`src/rtl/spi_slave_ram_wrapper.sv`:
```
// SPI slave scratch RAM: select bit + 10-bit {cmd,payload} frames, MSB first.
// Define SPI_ADDR_AUTOINC_EN for post-access address auto-increment.
module spi_slave_ram_wrapper #(
   parameter int MEM_DEPTH = 256,
   parameter int ADDR_SIZE = 8
) (
   input  logic clk,
   input  logic rst,
   input  logic MOSI,
   input  logic SS_n,
   output logic MISO
);

   localparam logic [2:0] IDLE      = 3'd0;
   localparam logic [2:0] CHK_CMD   = 3'd1;
   localparam logic [2:0] WRITE     = 3'd2;
   localparam logic [2:0] READ_ADD  = 3'd3;
   localparam logic [2:0] READ_DATA = 3'd4;

   logic [2:0]           r_state;
   logic [3:0]           r_rx_cnt;
   logic [8:0]           r_rx_shift;
   logic [9:0]           r_din;
   logic                 r_rx_valid;
   logic [ADDR_SIZE-1:0] r_wr_addr;
   logic [ADDR_SIZE-1:0] r_rd_addr;
   logic                 r_rd_seen;
   logic [7:0]           r_dout;
   logic                 r_tx_valid;
   logic [2:0]           r_tx_cnt;
   logic                 r_miso;
   logic [7:0]           r_mem [MEM_DEPTH];

   logic                 w_in_frame;
   logic                 w_shift_en;
   logic [1:0]           w_cmd;
   logic [ADDR_SIZE-1:0] w_addr;

   assign w_in_frame = (r_state == WRITE) || (r_state == READ_ADD) ||
                       (r_state == READ_DATA);
   assign w_shift_en = !SS_n && w_in_frame && (r_rx_cnt != 4'd10);
   assign w_cmd      = r_din[9:8];
   assign w_addr     = r_din[ADDR_SIZE-1:0];
   assign MISO       = r_miso;

   always_ff @(posedge clk or posedge rst) begin
      if (rst) begin
         r_state <= IDLE;
      end else if (SS_n) begin
         r_state <= IDLE;
      end else begin
         unique case (r_state)
            IDLE:    r_state <= CHK_CMD;
            CHK_CMD: begin
               if (!MOSI)          r_state <= WRITE;
               else if (r_rd_seen) r_state <= READ_DATA;
               else                r_state <= READ_ADD;
            end
            WRITE, READ_ADD, READ_DATA: r_state <= r_state;
            default: r_state <= IDLE;
         endcase
      end
   end

   // Counter saturates at 10 so trailing bits are ignored until SS_n toggles.
   always_ff @(posedge clk or posedge rst) begin
      if (rst) begin
         r_rx_cnt   <= '0;
         r_rx_shift <= '0;
         r_din      <= '0;
         r_rx_valid <= 1'b0;
      end else begin
         r_rx_valid <= 1'b0;
         if (SS_n) begin
            r_rx_cnt <= '0;
         end else if (w_shift_en) begin
            r_rx_shift <= {r_rx_shift[7:0], MOSI};
            r_rx_cnt   <= r_rx_cnt + 1'b1;
            if (r_rx_cnt == 4'd9) begin
               r_din      <= {r_rx_shift, MOSI};
               r_rx_valid <= 1'b1;
            end
         end
      end
   end

   always_ff @(posedge clk or posedge rst) begin
      if (rst) begin
         r_wr_addr  <= '0;
         r_rd_addr  <= '0;
         r_rd_seen  <= 1'b0;
         r_dout     <= '0;
         r_tx_valid <= 1'b0;
         r_tx_cnt   <= '0;
         r_miso     <= 1'b0;
      end else begin
         if (SS_n) begin
            r_tx_valid <= 1'b0;
            r_tx_cnt   <= '0;
            r_miso     <= 1'b0;
         end else if (r_tx_valid) begin
            r_miso   <= r_dout[7];
            r_dout   <= {r_dout[6:0], 1'b0};
            r_tx_cnt <= r_tx_cnt + 1'b1;
            if (r_tx_cnt == 3'd7) r_tx_valid <= 1'b0;
         end else begin
            r_miso <= 1'b0;
         end
         if (r_rx_valid) begin
            unique case (w_cmd)
               2'b00: r_wr_addr <= w_addr;
               2'b01: begin
`ifdef SPI_ADDR_AUTOINC_EN
                  r_wr_addr <= r_wr_addr + 1'b1;
`else
                  r_wr_addr <= r_wr_addr;
`endif
               end
               2'b10: begin
                  r_rd_addr <= w_addr;
                  r_rd_seen <= 1'b1;
               end
               2'b11: begin
                  r_dout     <= r_mem[r_rd_addr];
                  r_tx_valid <= !SS_n;
                  r_tx_cnt   <= '0;
`ifdef SPI_ADDR_AUTOINC_EN
                  r_rd_addr  <= r_rd_addr + 1'b1;
`else
                  r_rd_seen  <= 1'b0;
`endif
               end
               default: r_rd_seen <= r_rd_seen;
            endcase
         end
      end
   end

   // RAM is deliberately left out of reset; contents survive rst.
   always_ff @(posedge clk) begin
      if (r_rx_valid && (w_cmd == 2'b01)) r_mem[r_wr_addr] <= r_din[7:0];
   end

endmodule

```
`config.mk`:
```
export PLATFORM = sky130hd
export DESIGN_NAME = spi_slave_ram_wrapper
export DESIGN_NICKNAME = d
export VERILOG_FILES = /design/src/rtl/spi_slave_ram_wrapper.sv
export SDC_FILE = /design/constraint.sdc
export NUM_CORES = 2
export LEC_CHECK = 0
export CAP_MARGIN = 20
export CORE_MARGIN = 2
export CORE_UTILIZATION = 65
export DETAILED_ROUTE_END_ITERATION = 8
export GPL_TIMING_DRIVEN = 1
export PLACE_DENSITY = 0.79
export SYNTH_ARGS = -nofsm -noshare
export SYNTH_HDL_FRONTEND = slang
export SYNTH_SLANG_ARGS = --single-unit
```
`constraint.sdc`:
```
create_clock -name clk -period 10 [get_ports clk]
set_clock_uncertainty 0.05 [all_clocks]
set_input_delay 1 -clock clk [delete_from_list [all_inputs] [get_ports clk]]
set_output_delay 1 -clock clk [all_outputs]
set_load 0.02 [all_outputs]
```
==> metrics.md <==
| Metric | Value |
|---|---|
| Status | completed |
| Ratio of cells with drive above 1 in the final layout | 20.50% |
| Power per Cell Area | approximately 190 mW/mm2 |
| Mean Syn Cell Area | between 20 and 25 um2 |
| Max Clock Freq | roughly 190 MHz |
| Top-level I/O count | 5 |
| Crit path largest cell delay | 970 ps |
| Number of failing setup endpoints in the final timing report | 0 |
| Initial detailed-routing violation count | between 7000 and 8000 |
| Final min period | about 5300 ps |
| Crit Path Max Fanout | 61 |
| Global Route Usage Sum | 34.20% |
| Hold_buf cts | 0 |
| Worst r2r src | r_rd_addr[1]$_DFFE_PP0P_ |
| Largest net degree at the start of global routing | roughly 240 |
| CTS H-tree lvls | 4 |
| Routed wl met2 | 100.5 mm |
| Total overflow reported by the global router | 0 |
| Global placement routability congestion | roughly 0.90 |
| Start point of the worst min-delay path | r_rx_shift[2]$_DFFE_PP0P_ |
| Cell Rows | 130 |
| CTS buffer count | 196 |
| Number of enable flip-flop cells after synthesis | 2048 |
| Effective utilization at floorplan | 65.35% |
| Sequential fraction of the synthesis area | 76.78% |
| Unrepaired setup endpoints after global routing | false |
| Class of the tightest hold or removal check | reg -> reg |
| Register share of total power | 56.9% |
| Highest metal layer used by the detailed router | met4 |
| CTS Root Cell | sky130_fd_sc_hd__clkbuf_16 |
| Crit path kind | reg -> reg |
| Count of pins over their slew limit | 0 |
| Estimated wirelength of the detail-placed design | 124.8 mm |
| Crit path arrival time | approximately 6000 ps |
| Reg-to-reg slack, setup | 4670 ps |
| Leading cell types by total area after synthesis | sky130_fd_sc_hd__edfxtp_1, sky130_fd_sc_hd__mux4_2, sky130_fd_sc_hd__mux2i_1 |
| Number of antenna violations at the first check in global routing | 5 |
| Number of resized instances in the post-cts repair step | 0 |
| DIE HEIGHT | ~360 um |
| Relative contribution of the clock network to total power | 43.0% |
| Clock slew at reported path FFs | approximately 60 ps |
| Total wire length | 218.4 mm |
| Worst Hold Endpoint | r_rx_shift[3]$_DFFE_PP0P_ |
| Critical Path Sink Type | flip-flop |
| Number of hold violations in the final report | 0 |
| Post-synthesis register bit count | 2105 |
| Synth Net Count | 4059 |
| Yosys synthesis warning count | 0 |
| Switching fraction of total power | between 10% and 20% |
| Synth unique cells | 62 |
| Net switching power | 3277 uW |
| Routed wire length on met3 | roughly 32 mm |
| Wire length of the first global-routing pass | 311.2 mm |
| Via-to-Cell Ratio | 7.378 |
| Total power after layout | around 17000 uW |
| Comb pwr share | less than 1% |
| Accumulated negative setup slack | 0 ps |
| Area inside the core boundary | 0.1254 mm2 |
| Most frequent CP cell | sky130_fd_sc_hd__buf_4 |
| Maximum vdd ir drop | 0.0001989 V |
| Number of buffers added for setup after CTS | 0 |
| Max-cap viol count | 0 |
| Number of buffers between clock root and the deepest sink | 3 |
| Static leakage | around 0.03 uW |
| Mapped Cells | approximately 4100 |
| Required time at the worst-slack endpoint | ~11000 ps |
| Relative slew slack | 7.877% |
| Cell depth of the worst min-delay path | 2 |
| Post-synth top area share | 75.04% |
| Antenna violation net count after detailed routing | 0 |
| Post-Synthesis Cell Area | 0.08196 mm2 |
| Design internal power | 13510 uW |
| Critical path buffer and inverter count | 2 |
| Clock tree from TritonCTS | done |
| Standard cell with the maximum stage delay on the critical path | sky130_fd_sc_hd__dfrtp_4 |
| Area Overhead vs Synth | 9.601% |
| Worst flop-to-flop path endpoint | r_dout[1]$_DFF_PP0_ |
| Total die area | 0.1289 mm2 |
| Tightest Pin Transition | 1365 ps |
| Chain of cells forming the critical path | buf_4, buf_4, mux4_2, a22o_1, a221oi_1, o32ai_1, nor4_1, a21oi_1, o221a_2 |
| Detailed-routing wirelength on met1 | approximately 74 mm |
| Number of nets in the layout | 4102 |
| Die extent in x | 359.1 um |
| Depth of the most critical reg-to-reg path | 9 |
| Clock latency on the worst-skew pair | 850 ps |
| Routed vias | between 40000 and 50000 |
| Port-buffer cells | 4 |
| Router iterations before antenna repair | 6 |
| Number of global-route vias before repair | 42610 |
| TritonCTS Sinks | 2105 |
| Part of the cycle the worst path needs | a little over half |
| Cell class contributing the biggest share of worst-path delay | buffers and inverters |
| Worst setup SP type | flip-flop |
| Top FF cell, synth | sky130_fd_sc_hd__edfxtp_1 |
| Cell type with the highest aggregate area in the netlist | sky130_fd_sc_hd__edfxtp_1 |
| DRC | 0 |
| Share of flip-flops with an asynchronous set or reset | 2.708% |
| Diode count | 0 |
| Post-detailed-route wirelength per cell | 36.99 um |
[logic make-up after synthesis]
| logic type | count (synthesis) | synth area share, % |
|---|---|---|
| and+or+nand+nor | 633 | 3.346 |
| muxes | 688 | 15.08 |
| buffers and inverters | 256 | 1.592 |
| adders and majority gates | 5 | 0.07633 |
| xor gates and xnor gates | 3 | 0.03206 |
| AOI/OAI and AO/OA | 360 | 3.091 |
| DFF | 2105 | 76.78 |
[cells in the final DEF, fill, tap and decap left out, types with 26 or more instances in the layout]
cell type and n:
sky130_fd_sc_hd__nand2_1 137, sky130_fd_sc_hd__o221ai_1 31, sky130_fd_sc_hd__buf_4 73, sky130_fd_sc_hd__a21oi_1 67, sky130_fd_sc_hd__nand3_1 51, sky130_fd_sc_hd__o22ai_1 54
sky130_fd_sc_hd__clkinv_1 50, sky130_fd_sc_hd__clkinv_2 34, sky130_fd_sc_hd__a22oi_1 70, sky130_fd_sc_hd__edfxtp_1 2048, sky130_fd_sc_hd__clkbuf_16 196, sky130_fd_sc_hd__mux4_2 433
sky130_fd_sc_hd__nor2_1 297, sky130_fd_sc_hd__mux2i_1 208, sky130_fd_sc_hd__mux2_2 47, sky130_fd_sc_hd__clkbuf_1 43, sky130_fd_sc_hd__a211oi_1 26, sky130_fd_sc_hd__dfrtp_1 45
sky130_fd_sc_hd__nor3_1 34
[metal layers]
layer / global-route usage [%] / up-vias
li1: - / 16780
met1: 47.36 / 22250
met2: 51.19 / 3849
met3: 10.18 / 674
met4: 15.70 / 0
met5: 0 / -
[power groups by stage]
stage	clock network (uW)	logic, uW	registers [uW]
floorplan	0	20.0	9730
global placement	0	26.4	9740
detailed placement	0	27.2	9740
CTS	7220	27.4	9550
global route	7550	31.1	9550
finish	7210	27.1	9550
[flip-flops by register name, summed over array words and instances (netlist names), 3 cells and up]
signal / flops
r_mem: 2048
r_din: 10
r_rx_shift: 9
r_dout: 8
r_rd_addr: 8
r_wr_addr: 8
r_rx_cnt: 4
r_state: 3
r_tx_cnt: 3
[worst min-delay path: cells and delay by family (launching register included)]
kind / cells / cell delay [ps]
flops: 1 / 360
simple gates: 2 / 100
[Yosys cell counts (13+ instances only)]
cell	count
sky130_fd_sc_hd__nor3_1	34
sky130_fd_sc_hd__o21ai_0	22
sky130_fd_sc_hd__buf_2	74
sky130_fd_sc_hd__buf_4	43
sky130_fd_sc_hd__o22ai_1	54
sky130_fd_sc_hd__mux4_2	433
sky130_fd_sc_hd__nor2_1	299
sky130_fd_sc_hd__nor2b_1	28
sky130_fd_sc_hd__a221oi_1	13
sky130_fd_sc_hd__dfrtp_1	57
sky130_fd_sc_hd__a211oi_1	26
sky130_fd_sc_hd__clkbuf_1	102
sky130_fd_sc_hd__buf_1	14
sky130_fd_sc_hd__a21oi_1	67
sky130_fd_sc_hd__mux2i_1	208
sky130_fd_sc_hd__mux2_2	47
sky130_fd_sc_hd__a22oi_1	70
sky130_fd_sc_hd__edfxtp_1	2048
sky130_fd_sc_hd__nand2_1	150
sky130_fd_sc_hd__o221ai_1	31
sky130_fd_sc_hd__nand3_1	51
[how the worst max path moves through the flow]
| stage | end | start | cells past startpoint |
|---|---|---|---|
| global placement | r_dout[7]$_DFF_PP0_ | r_rd_addr[1]$_DFFE_PP0P_ | 8 |
| detailed placement | r_dout[1]$_DFF_PP0_ | r_rd_addr[1]$_DFFE_PP0P_ | 9 |
| CTS | r_dout[1]$_DFF_PP0_ | r_rd_addr[1]$_DFFE_PP0P_ | 9 |
| finish | r_dout[1]$_DFF_PP0_ | r_rd_addr[1]$_DFFE_PP0P_ | 9 |
| global route | r_dout[1]$_DFF_PP0_ | r_rd_addr[1]$_DFFE_PP0P_ | 9 |
| floorplan | r_mem[0][0]$_DFFE_PP_ | r_din[0]$_DFFE_PP0P_ | 0 |
[through the flow]
stage / worst slack [ps] / std cells / hold slack [ps] / area [um2] / util [%]
after floorplan: 5941 / 4050 / 391.8 / 81960 / -
after global placement: 4565 / 5540 / 420.7 / 83620 / 66.68
after detailed placement: 4905 / 5543 / 429.6 / 83650 / 66.70
after CTS: 4845 / 5901 / 440.7 / 89780 / 71.59
after global routing: 4736 / 5903 / 459.9 / 89830 / 71.63
final: 4667 / 5903 / 439.6 / 89830 / 71.63
[final cells by class]
class                           instances  area [um2]
Sequential cell                      2105       62970
Tap cell                             1650        2064
Clock buffer                          248        5190
Multi-Input combinational cell       1689       17800
Fill cell                            6796       35580
Inverter                               11       43.79
Timing Repair Buffer                   90       819.5
Clock inverter                        110       943.4
Note: power is estimated with default switching activity, not from simulation.
